[config.mk]
export PLATFORM = sky130hd
export DESIGN_NAME = synth_param_bank
export DESIGN_NICKNAME = d
export VERILOG_FILES = /design/src/rtl/synth_param_pkg.sv /design/src/rtl/synth_param_repeat.sv /design/src/rtl/synth_param_bank.sv
export SDC_FILE = /design/constraint.sdc
export NUM_CORES = 1
export LEC_CHECK = 0
export ABC_AREA = 1
export ABC_CLOCK_PERIOD_IN_PS = 11300
export CORE_ASPECT_RATIO = 1.5
export CORE_UTILIZATION = 50
export CTS_CLUSTER_DIAMETER = 60
export DETAILED_ROUTE_END_ITERATION = 7
export PLACE_DENSITY = 0.73
export SYNTH_ARGS = -nofsm -noshare
export SYNTH_HDL_FRONTEND = slang
export SYNTH_SLANG_ARGS = --single-unit
[constraint.sdc]
create_clock -name clk_i -period 11.3 [get_ports clk_i]
set_clock_uncertainty 0.15 [all_clocks]
set_input_delay 2.825 -clock clk_i [delete_from_list [all_inputs] [get_ports clk_i]]
set_output_delay 2.825 -clock clk_i [all_outputs]
set_load 0.01 [all_outputs]
[src/rtl/synth_param_pkg.sv]
// Shared constants, per-parameter defaults/limits/steps and the auto-repeat state type
// for the synthesiser parameter bank.
package synth_param_pkg;

  localparam int P_OCTAVE  = 0;
  localparam int P_AMP     = 1;
  localparam int P_ATTACK  = 2;
  localparam int P_DECAY   = 3;
  localparam int P_SUSTAIN = 4;
  localparam int P_RELEASE = 5;

  typedef enum logic [1:0] {
    S_IDLE   = 2'd0,
    S_HOLD   = 2'd1,
    S_REPEAT = 2'd2
  } rpt_state_e;

  function automatic logic [63:0] PARAM_DEFAULT(input int i);
    case (i)
      P_OCTAVE:                               return 64'd4;
      P_AMP, P_ATTACK, P_SUSTAIN, P_RELEASE:  return 64'd1 << 30;
      default:                                return 64'd0;
    endcase
  endfunction

  // Indices beyond the named set span the full register width.
  function automatic logic [63:0] PARAM_MAX(input int i, input int w);
    case (i)
      P_OCTAVE:                                       return 64'd7;
      P_AMP, P_ATTACK, P_DECAY, P_SUSTAIN, P_RELEASE: return 64'd1 << 30;
      default:                                        return (64'd1 << w) - 64'd1;
    endcase
  endfunction

  function automatic logic [63:0] PARAM_STEP(input int i);
    case (i)
      P_OCTAVE:                                       return 64'd1;
      P_AMP, P_ATTACK, P_DECAY, P_SUSTAIN, P_RELEASE: return 64'd1 << 24;
      default:                                        return 64'd1;
    endcase
  endfunction

endpackage

[src/rtl/synth_param_repeat.sv]
// Press-edge / hold / auto-repeat sequencer; emits a one-cycle step_en_o with the
// direction and parameter index latched when the press was accepted.
module synth_param_repeat
  import synth_param_pkg::*;
#(
  parameter int NUM_PARAMS   = 6,
  parameter int SEL_W        = 3,
  parameter int REPEAT_DELAY = 25000000,
  parameter int REPEAT_RATE  = 5000000
) (
  input  logic             clk_i,
  input  logic             reset_i,
  input  logic [SEL_W-1:0] sel_i,
  input  logic             inc_i,
  input  logic             dec_i,
  output logic             step_en_o,
  output logic             dir_o,
  output logic [SEL_W-1:0] idx_o
);

  localparam int CNT_W = $clog2((REPEAT_DELAY > REPEAT_RATE) ? REPEAT_DELAY : REPEAT_RATE) + 1;
  localparam logic [CNT_W-1:0] DLY_M1  = CNT_W'(REPEAT_DELAY - 1);
  localparam logic [CNT_W-1:0] RATE_M1 = CNT_W'(REPEAT_RATE - 1);

  rpt_state_e       state_q;
  logic [CNT_W-1:0] cnt_q;
  logic             inc_q, dec_q, dir_q, step_en_q;
  logic [SEL_W-1:0] sel_q;

  logic req, press, sel_ok, hold_ok;

  assign req     = inc_i ^ dec_i;
  assign press   = (inc_i & ~inc_q) | (dec_i & ~dec_q);
  assign sel_ok  = int'(sel_i) < NUM_PARAMS;
  // Any change of key, direction or target abandons the hold without a step.
  assign hold_ok = req && (inc_i == dir_q) && (sel_i == sel_q);

  always_ff @(posedge clk_i) begin
    if (reset_i) begin
      state_q   <= S_IDLE;
      cnt_q     <= '0;
      inc_q     <= 1'b0;
      dec_q     <= 1'b0;
      dir_q     <= 1'b0;
      sel_q     <= '0;
      step_en_q <= 1'b0;
    end else begin
      inc_q     <= inc_i;
      dec_q     <= dec_i;
      step_en_q <= 1'b0;
      case (state_q)
        S_IDLE: begin
          if (req && press && sel_ok) begin
            step_en_q <= 1'b1;
            dir_q     <= inc_i;
            sel_q     <= sel_i;
            cnt_q     <= '0;
            state_q   <= S_HOLD;
          end
        end
        S_HOLD: begin
          if (!hold_ok) begin
            state_q <= S_IDLE;
          end else if (cnt_q == DLY_M1) begin
            step_en_q <= 1'b1;
            cnt_q     <= '0;
            state_q   <= S_REPEAT;
          end else begin
            cnt_q <= cnt_q + 1'b1;
          end
        end
        S_REPEAT: begin
          if (!hold_ok) begin
            state_q <= S_IDLE;
          end else if (cnt_q == RATE_M1) begin
            step_en_q <= 1'b1;
            cnt_q     <= '0;
          end else begin
            cnt_q <= cnt_q + 1'b1;
          end
        end
        default: state_q <= S_IDLE;
      endcase
    end
  end

  assign step_en_o = step_en_q;
  assign dir_o     = dir_q;
  assign idx_o     = sel_q;

endmodule

[src/rtl/synth_param_bank.sv]
// Synthesiser parameter register bank with saturating step arithmetic.
// Define SYNTH_PARAM_WRAP_EN to make steps wrap around instead of saturating.
module synth_param_bank
  import synth_param_pkg::*;
#(
  parameter int NUM_PARAMS   = 6,
  parameter int WIDTH        = 31,
  parameter int SEL_W        = 3,
  parameter int REPEAT_DELAY = 25000000,
  parameter int REPEAT_RATE  = 5000000
) (
  input  logic                        clk_i,
  input  logic                        reset_i,
  input  logic [SEL_W-1:0]            sel_i,
  input  logic                        inc_i,
  input  logic                        dec_i,
  output logic [NUM_PARAMS*WIDTH-1:0] params_flat_o,
  output logic                        changed_o,
  output logic [SEL_W-1:0]            changed_idx_o,
  output logic                        at_limit_o
);

  logic             step_en, step_dir;
  logic [SEL_W-1:0] step_idx;

  synth_param_repeat #(
    .NUM_PARAMS  (NUM_PARAMS),
    .SEL_W       (SEL_W),
    .REPEAT_DELAY(REPEAT_DELAY),
    .REPEAT_RATE (REPEAT_RATE)
  ) u_repeat (
    .clk_i    (clk_i),
    .reset_i  (reset_i),
    .sel_i    (sel_i),
    .inc_i    (inc_i),
    .dec_i    (dec_i),
    .step_en_o(step_en),
    .dir_o    (step_dir),
    .idx_o    (step_idx)
  );

  logic [WIDTH-1:0] val_q [NUM_PARAMS];
  logic             changed_q;
  logic [SEL_W-1:0] changed_idx_q;

  logic [WIDTH-1:0] tgt_v, tgt_max, tgt_step, new_val_d, sel_v, sel_max;
  logic [WIDTH:0]   sum_w;
  logic             chg_d;

  always_comb begin
    tgt_v = '0;
    sel_v = '0;
    for (int i = 0; i < NUM_PARAMS; i++) begin
      if (step_idx == SEL_W'(i)) tgt_v = val_q[i];
      if (sel_i == SEL_W'(i))    sel_v = val_q[i];
    end
    tgt_max  = WIDTH'(PARAM_MAX(int'(step_idx), WIDTH));
    tgt_step = WIDTH'(PARAM_STEP(int'(step_idx)));
    sel_max  = WIDTH'(PARAM_MAX(int'(sel_i), WIDTH));
    // One extra bit so v+s cannot overflow before the limit compare.
    sum_w    = {1'b0, tgt_v} + {1'b0, tgt_step};
`ifdef SYNTH_PARAM_WRAP_EN
    if (step_dir) new_val_d = (sum_w > {1'b0, tgt_max}) ? '0 : sum_w[WIDTH-1:0];
    else          new_val_d = (tgt_v < tgt_step) ? tgt_max : tgt_v - tgt_step;
    chg_d      = step_en;
    at_limit_o = 1'b0;
`else
    if (step_dir) new_val_d = (sum_w > {1'b0, tgt_max}) ? tgt_max : sum_w[WIDTH-1:0];
    else          new_val_d = (tgt_v < tgt_step) ? '0 : tgt_v - tgt_step;
    chg_d      = step_en && (new_val_d != tgt_v);
    at_limit_o = (int'(sel_i) < NUM_PARAMS) && ((sel_v == '0) || (sel_v == sel_max));
`endif
  end

  always_ff @(posedge clk_i) begin
    if (reset_i) begin
      for (int i = 0; i < NUM_PARAMS; i++) val_q[i] <= WIDTH'(PARAM_DEFAULT(i));
      changed_q     <= 1'b0;
      changed_idx_q <= '0;
    end else begin
      changed_q <= chg_d;
      if (chg_d) begin
        changed_idx_q <= step_idx;
        for (int i = 0; i < NUM_PARAMS; i++)
          if (step_idx == SEL_W'(i)) val_q[i] <= new_val_d;
      end
    end
  end

  for (genvar g = 0; g < NUM_PARAMS; g++) begin : g_flat
    assign params_flat_o[g*WIDTH +: WIDTH] = val_q[g];
  end

  assign changed_o     = changed_q;
  assign changed_idx_o = changed_idx_q;

endmodule

# --- After elaboration in Yosys (flattened, before gate mapping) ---
# Memories as Yosys holds them, arrays and structs flattened.
# Cells that the tools add are included.
word_totals:
  register_bits: 39
  mem_bits_rw: 186
  latchBits: 0
  romBits: 0
  input_bits: 7
  output_inout_bits: 191
  mem_count: 1
mem_list:
  columns: ["name", "depth", "word_bits", "read_ports", "rd_ports_with_merged_regs", "write_ports", "line", "source"]
  rows:
  - ["val_q", 6, 31, 6, 0, 6, "synth_param_bank.sv:42", "logic [WIDTH-1:0] val_q [NUM_PARAMS];"]
classes:
  n_lt_le_gt_ge: 3
  bitwise_logic: 12
  multipliers: 0
  eq_ne: 23
  n_mux: 70
  reduce_logical: 17
  div: 0
  addsub: 3
  shifts: 0
ops:
  columns: ["operator", "count"]
  rows:
  - ["31-bit 2-to-1 mux", 24]
  - ["26-bit 2-to-1 mux", 5]
  - ["31-bit case mux with 2 select lines", 2]
  - ["26-bit case mux with 3 select lines", 1]
  - ["31-bit by 31-bit adder with 32-bit output", 1]
  - ["32-bit by 31-bit > comparator with 1-bit output", 1]
  - ["31-bit == test", 1]
  - ["31-bit zero test", 1]
  - ["31-bit < comparator", 1]
  - ["1-bit 2-to-1 mux", 31]
  - ["31-bit inequality test", 1]
  - ["31-bit subtractor", 1]
  - ["26-bit by 1-bit adder with 26-bit output (second input constant)", 1]
  - ["26-bit by 23-bit == test with 1-bit output (second input constant)", 1]
  - ["26-bit by 25-bit == test with 1-bit output (second input constant)", 1]
  - ["25-bit 2-to-1 mux", 1]
  - ["3-bit by 2-bit == test with 1-bit output (second input constant)", 4]
  - ["3-bit == test (second input constant)", 4]
  - ["5-bit OR reduction", 2]
  - ["2-bit 2-to-1 mux", 4]
  - ["1-bit OR", 7]
  - ["3-bit by 1-bit == test with 1-bit output (second input constant)", 2]
  - ["1-bit logical AND", 6]
  - ["3-bit zero test", 2]
  - ["other kinds (19)", 23]

# --- Longest topological paths before layout ---
# Gate-level depths: netlist of run 1.
logic_depth:
  word_depth: 17
  ltp_mapped: 50
  depth_no_buf: 46

# --- By module ---
# Synthesis of run 1 repeated with hierarchy kept, for this count alone.
unflattened:
  hier_cells: 2339
  hier_area_um2: 16535.9
by_module_without_submodules:
  columns: ["module", "cells_each", "instances", "area_each_um2", "seq_area_each_um2"]
  rows:
  - ["synth_param_bank", 1918, 1, 13978.4, 5665.4]
  - ["synth_param_repeat", 421, 1, 2557.5, 700.7]

# --- Worst setup path before layout of run 1 ---
# Ideal clock, no wire load.
synth_path:
  path_kind: "in2out"
  from: "input port sel_i[2]"
  to: "output port at_limit_o"
  arrival_ns: 4.875
  setup_slack_ns: 3.450
  required_ns: 8.325
  path_stages: 11
  path_cell_list: "inv_1 > clkbuf_1 > nand3_1 > clkbuf_1 > buf_1 > o2111ai_1 > a211oi_1 > nand3_1 > nor4_1 > a32oi_1 > a311oi_1"
synth_between:
  elab_chain_len: 10
  elab_cells_between_ends: 19
synth_lines:
  columns: ["element", "line", "source"]
  rows:
  - ["start, declared", "synth_param_bank.sv:14", "input logic [SEL_W-1:0] sel_i,"]
  - ["3-bit zero test", "synth_param_pkg.sv:28, synth_param_bank.sv:55", null]
  - ["31-bit 2-to-1 mux (6 in series)", "synth_param_bank.sv:55", "if (sel_i == SEL_W'(i)) sel_v = val_q[i];"]
  - ["31-bit == test or 31-bit zero test (tied branches)", "synth_param_bank.sv:71", "at_limit_o = (int'(sel_i) < NUM_PARAMS) && ((sel_v == '0) || (sel_v == sel_max));"]
  - ["1-bit logical OR", "synth_param_bank.sv:71", null]
  - ["1-bit logical AND *", "synth_param_bank.sv:71", null]
  - ["end, declared", "synth_param_bank.sv:20", "output logic at_limit_o"]
# Mark *: on every way between the ends. The rest lies on a longest branch, timed or not.

# --- Worst setup path in the final report of run 1 ---
# Ends and elaborated chain as after synthesis.

==> impl_metrics.tcl, run 1 <==
set metrics [dict create \
    status "finished, final reports clean" \
    cts_max_path_buffers 3 \
    worstPathRequired_ns 8.33 \
    async_flop_share 0 \
    first_pass_iters 6 \
    critical_path.top_delay_family "buffers and inverters" \
    synthXorXnorAreaFrac 0.0187 \
    synth-edff-count 186 \
    final_cell_mix "612 x nand2_1, 404 x nor2_1, 248 x inv_1" \
    reg2reg_depth 45 \
    worstSetupEndpointType "output pin" \
    clock-sinks 225 \
    slew_headroom 0.321 \
    synthAdderAreaFrac 0.0329 \
    drive_above_1_share 0.0618 \
    clkTransAtPathRegs_ns 0.07 \
    grt_max_degree 48 \
    crit_path_cell_trace "clkdlybuf4s50_1, inv_1, nand2_1, inv_1, nand2_1, o21ai_0, a221oi_1, and3_1, nand4_1, nor4_1, a32oi_1, a311oi_1, clkdlybuf4s50_1" \
    placedCellCount 2795 \
    fin_setup_tns_ns 0 \
    worstReg2RegStart "u_repeat.idx_o[1]" \
    grt-ovfl-total 0 \
    die_h_um 221 \
    final_common_cell "nand2_1" \
    first_global_vias 16100 \
    netlist_area_mm2 0.0160 \
    dp_hpwl_um 50900 \
    synthCells 2241 \
    core_area_mm2 0.0312 \
    cts_tree "yes" \
    vias 17200 \
    grt_pass1_wl_um 97300 \
    syn_area_per_cell_um2 7.12 \
    clock_latency_ns 0.53 \
    cts_buffers 22 \
    fmax_mhz 95.4 \
    row_count 79 \
    yosysSeqAreaShare 0.399 \
    synth_compound_area_frac 0.0753 \
    finalWorstSetupSlack_ns 0.817 \
    hold_end "changed_idx_o[1]" \
    rrSetupSlack_ns 1.43 \
    yosysUniqueCellTypes 54 \
    cpPeakStageDelay_ns 0.73 \
    final_util 0.611 \
    cp_slowest_cell "clkdlybuf4s50_1" \
    syn_to_final_growth_pct 19.6 \
    power.density_mw_per_mm2 204 \
    dpl_cell_area_mm2 0.0183 \
    io_buffers 197 \
    worst_slew_pin_slew_ns 1.01 \
    finalHoldViolations 0 \
    maxSlewViolCount 0 \
    drt_wl_total_um 67000 \
    nets 2463 \
    hold_path.class "flop to flop" \
    finalCriticalPeriod_ns 10.48 \
    design_area_mm2 0.0191 \
    ys_ff_latch 225 \
    netlist_top_cells_area "edfxtp_1 35%, nand2_1 14%, nor2_1 9.5%, nand3_1 5.9%, inv_1 5.8%" \
    cts_setup_buffers 0 \
    syn_nets 2290 \
    initial_core_util 0.511 \
    hold_depth 2 \
    track_usage 0.404 \
    die_x_um 148 \
    yosys_warnings 0 \
    htree_levels 1 \
    die_area_mm2 0.0327 \
    cp.buffers_inverters 4 \
    start_kind "input port" \
    hp-start "changed_idx_o[1]" \
    n_fill_cell 2951 \
    antenna-diode-count 0 \
    p_leak_nw 8.01 \
    instances_no_fill 2833 \
    drtIter0Drc 1905 \
    gp_congestion 1.01 \
    netlist.area_leader.share 0.350 \
    vias_per_cell 6.07 \
    muxShareOfSynthArea 0 \
    arrival_ns 7.51 \
    preCtsSetupSlack_ns 1.04 \
    final_antenna_net_count 0 \
    path_depth 13 \
    ir_drop_mv 0.246 \
    drc 0 \
    dominantRegCellSynth "edfxtp_1" \
    maxCapViolations 0 \
    yosys.area.top_type "edfxtp_1" \
    ctsHoldBuffers 0 \
    worstPathMaxFanout 24 \
    worstReg2RegEnd "val_q[3][18]" \
    io_pins 198 \
    setup_violations 0 \
    antenna_found_initial 0 \
    wire_per_inst_um 23.6 \
    grt_setup_unrepaired "false" \
    root_buffer "clkbuf_16" \
    post-route-period-util 0.928 \
    worstSetupPathType "input port to output pin" \
    synth_top_family_by_area "simple AND/OR/NAND/NOR gates" \
    cts.repair.resized 0 \
    yosys.area_share.simple 0.381 \
]
[cell type report]
class	instances	area, um2	share of cell area
Inverter	269	1010	0.0529
Clock inverter	13	158	0.00826
Clock buffer	25	593	0.0311
Timing Repair Buffer	236	2260	0.119
Sequential cell	225	6370	0.334
Multi-Input combinational cell	1660	8190	0.429
Tap cell	405	507	0.0265
[synthesized netlist by cell type (2+ instances only)]
cell type / n
nand2_1: 612
nor2_1: 405
inv_1: 248
nand3_1: 188
edfxtp_1: 186
nand4_1: 87
a21oi_1: 46
o21ai_0: 46
ha_1: 42
dfxtp_1: 39
xor2_1: 33
buf_2: 29
nor3_1: 28
clkbuf_1: 27
buf_4: 23
inv_2: 18
a221oi_1: 16
o2111ai_1: 16
nand2_2: 14
nor4_1: 14
a211oi_1: 13
nand4_2: 12
o22ai_1: 12
o21ai_1: 11
nor2_2: 10
a311oi_1: 5
buf_1: 5
nand3b_1: 5
nand4_4: 5
or2_2: 5
nand3_2: 4
o211ai_1: 4
buf_6: 3
clkinv_1: 3
a2111oi_0: 2
a21boi_0: 2
a21o_1: 2
a31oi_1: 2
and3_1: 2
o21a_1: 2
o41ai_1: 2
[metal layers]
layer / track usage / share of wire / up-vias
met4: 0.285 / 0.081 / 0
met2: 0.693 / 0.49 / 1227
li1: - / - / 7792
met1: 0.456 / 0.34 / 7872
met3: 0.0606 / 0.096 / 312
met5: 0 / 0 / -
[per-stage QoR]
| stage | power, W | hold WS (ns) |
|---|---|---|
| floorplan | 0.00239 | 0.304 |
| global placement | 0.00305 | 0.316 |
| detailed placement | 0.00307 | 0.327 |
| CTS | 0.00383 | 0.344 |
| global route | 0.00410 | 0.372 |
| finish | 0.00389 | 0.342 |
[where the power goes]
group          switching (W)  internal, W  leakage (nW)
Clock               0.000323     0.000447         0.356
Combinational        0.00153     0.000578          5.43
Sequential         0.0000605     0.000947          2.22
Total                0.00192      0.00197          8.01
[cells by family after synthesis]
kind of cell             Yosys count
AO/OA/AOI/OAI                    189
AND/OR/NAND/NOR                 1395
flip-flops                       225
buffers and inverters            356
adder cells (fa/ha/maj)           42
XOR/XNOR                          34
[registers in the layout, summed over array words and instances (netlist names)]
register	count
u_repeat.dir_o	1
u_repeat.state_q	2
changed_idx_o	3
u_repeat.step_en_o	1
changed_o	1
u_repeat.inc_q	1
val_q	186
u_repeat.cnt_q	26
u_repeat.dec_q	1
u_repeat.idx_o	3
[how the worst max path moves through the flow]
stage / from / to / slack [ns]
floorplan: sel_i[2] / at_limit_o / 3.45
global placement: sel_i[2] / at_limit_o / 1.07
detailed placement: sel_i[2] / at_limit_o / 1.04
CTS: sel_i[2] / at_limit_o / 1.04
global route: sel_i[2] / at_limit_o / 0.77
finish: sel_i[2] / at_limit_o / 0.82
[tightest hold or removal path, stage by stage, from the launching register on]
cell and delay, ns:
dfxtp_1 0.33, a21oi_1 0.05, nor2_1 0.08
Power figures use the tool's default switching activity.
==> inputs of run 2 (changes only) <==
--- a/config.mk
+++ b/config.mk
@@ -10,8 +10,10 @@
 export CORE_ASPECT_RATIO = 1.5
 export CORE_UTILIZATION = 50
 export CTS_CLUSTER_DIAMETER = 60
+export CTS_CLUSTER_SIZE = 28
 export DETAILED_ROUTE_END_ITERATION = 7
 export PLACE_DENSITY = 0.73
+export SLEW_MARGIN = 15
 export SYNTH_ARGS = -nofsm -noshare
 export SYNTH_HDL_FRONTEND = slang
 export SYNTH_SLANG_ARGS = --single-unit
==> run 2 against run 1 <==
  * Global-route usage shrank 0.24 points
  * Hold slack improved by 0.0054 ns
  * Clock power down 23%
  * Utilization down 0.76 points
  * Clock-buffer cell count shrank 7
  * Wire length decreased by 0.64%
  * Setup slack better by 0.073 ns
  * Sequential share of layout area is 0.42 points higher
  * First-iteration DRC count shrank 7.1%
  * Via count down 0.51%
  * Sequential power is essentially flat
  * Critical path depth unchanged
  * Largest power group unchanged
==> impl_metrics.tcl, run 2 (synthesis results as in run 1) <==
set metrics [dict create \
    status "finished, final reports clean" \
    grt_max_degree 48 \
    crit_path_cell_trace "clkdlybuf4s50_1, inv_1, nand2_1, inv_1, nand2_1, o21ai_0, a221oi_1, and3_1, nand4_1, nor4_1, a32oi_1, a311oi_1, clkdlybuf4s50_1" \
    ir_drop_mv 0.248 \
    final_cell_mix "612 x nand2_1, 404 x nor2_1, 248 x inv_1" \
    cp.buffers_inverters 4 \
    cpPeakStageDelay_ns 0.70 \
    grt-ovfl-total 0 \
    io_buffers 197 \
    clock_latency_ns 0.52 \
    placedCellCount 2795 \
    p_leak_nw 7.90 \
    arrival_ns 7.44 \
    nets 2456 \
    drt_wl_total_um 66600 \
    reg.largest.list "val_q x186, u_repeat.cnt_q x26" \
    slew_headroom 0.312 \
    largest_reg_flops 186 \
    first_pass_iters 6 \
    cts_buffers 15 \
    instances_no_fill 2820 \
    power.density_mw_per_mm2 197 \
    drc 0 \
    clock-sinks 225 \
    final_antenna_net_count 0 \
    vias_per_cell 6.07 \
    fmax_mhz 96.1 \
    htree_levels 1 \
    clkTransAtPathRegs_ns 0.10 \
    drive_above_1_share 0.0576 \
    worstPathRequired_ns 8.33 \
    maxCapViolations 0 \
    worstSetupPathType "input port to output pin" \
    core_area_mm2 0.0312 \
    vias 17100 \
    start_kind "input port" \
    largest_register "val_q" \
    hold_path.class "flop to flop" \
    final_common_cell "nand2_1" \
    antenna-diode-count 0 \
    fin_setup_tns_ns 0 \
    post-route-period-util 0.921 \
    worst_slew_pin_slew_ns 1.02 \
    cts_tree "yes" \
    critical_path.top_delay_family "buffers and inverters" \
    worstSetupEndpointType "output pin" \
    finalCriticalPeriod_ns 10.41 \
    antenna_found_initial 1 \
    row_count 79 \
    maxSlewViolCount 0 \
    grt_pass1_wl_um 96600 \
    io_pins 198 \
    root_buffer "clkbuf_16" \
    worstPathMaxFanout 24 \
    die_area_mm2 0.0327 \
    die_h_um 221 \
    finalHoldViolations 0 \
    track_usage 0.401 \
    ctsHoldBuffers 0 \
    setup_violations 0 \
    first_global_vias 16000 \
    drtIter0Drc 1769 \
    dp_hpwl_um 50900 \
    initial_core_util 0.511 \
    syn_to_final_growth_pct 18.1 \
    cts_setup_buffers 0 \
    die_x_um 148 \
    gp_congestion 1.01 \
    cp_slowest_cell "clkdlybuf4s50_1" \
    wire_per_inst_um 23.6 \
    cts_max_path_buffers 3 \
    grt_setup_unrepaired "false" \
    cts.repair.resized 0 \
]
==> run 2: cell count changes in the layout (fill, tap and decap cells not counted), sizes merged <==
| cell | change |
|---|---|
| clkinvlp | -3 |
| clkbuf | -7 |
| bufinv | -3 |
| clkinv | -3 |
| inv | +3 |
==> run 2: per-stage QoR <==
stage	worst slack, ns	power [W]	utilization	hold slack, ns	area (um2)
2_1_floorplan	3.45	0.00239	-	0.304	16000
3_3_place_gp	1.07	0.00305	0.587	0.316	18300
3_5_place_dp	1.04	0.00307	0.587	0.327	18300
4_1_cts	1.04	0.00365	0.604	0.352	18900
5_1_grt	0.794	0.00392	0.604	0.377	18900
6_report	0.889	0.00371	0.604	0.348	18900
==> run 2: worst paths after layout <==
check	startpoint	slack [ns]	endpoint	cells past startpoint
worst max register to register	u_repeat.idx_o[1]	1.43	val_q[3][18]	45
worst min register to register	changed_idx_o[1]	0.35	changed_idx_o[1]	2
worst min-delay path	changed_idx_o[1]	0.35	changed_idx_o[1]	2
worst max-delay path	sel_i[2]	0.89	at_limit_o	13
==> run 2: layer usage <==
metal / vias up / track usage / share of wire
met5: - / 0 / 0.00017
met4: 2 / 0.276 / 0.081
met3: 306 / 0.0623 / 0.096
li1: 7765 / - / -
met2: 1170 / 0.691 / 0.49
met1: 7873 / 0.452 / 0.34
==> run 2: power breakdown <==
group / internal, W / switching [W] / total (W)
logic: 0.000578 / 0.00153 / 0.00211
clock network: 0.000271 / 0.000323 / 0.000594
registers: 0.000946 / 0.0000605 / 0.00101
total: 0.00179 / 0.00192 / 0.00371
==> run 2: cell type report <==
cell class                 instances  area, um2
fill                            2979      12400
multi-input combinational       1660       8190
sequential                       225       6370
timing repair buffer             236       2260
inverter                         269       1010
tap                              405        507
clock buffer                      18        387
clock inverter                     7        128
==> run 2: worst register-to-register path, delay by kind of cell (launching register included) <==
kind	cells	cell delay, ns
simple gates	33	6.29
compound gates	4	0.65
fa+ha+maj	2	0.73
buf+inv	5	1.03
xor+xnor	1	0.24
flops	1	0.47
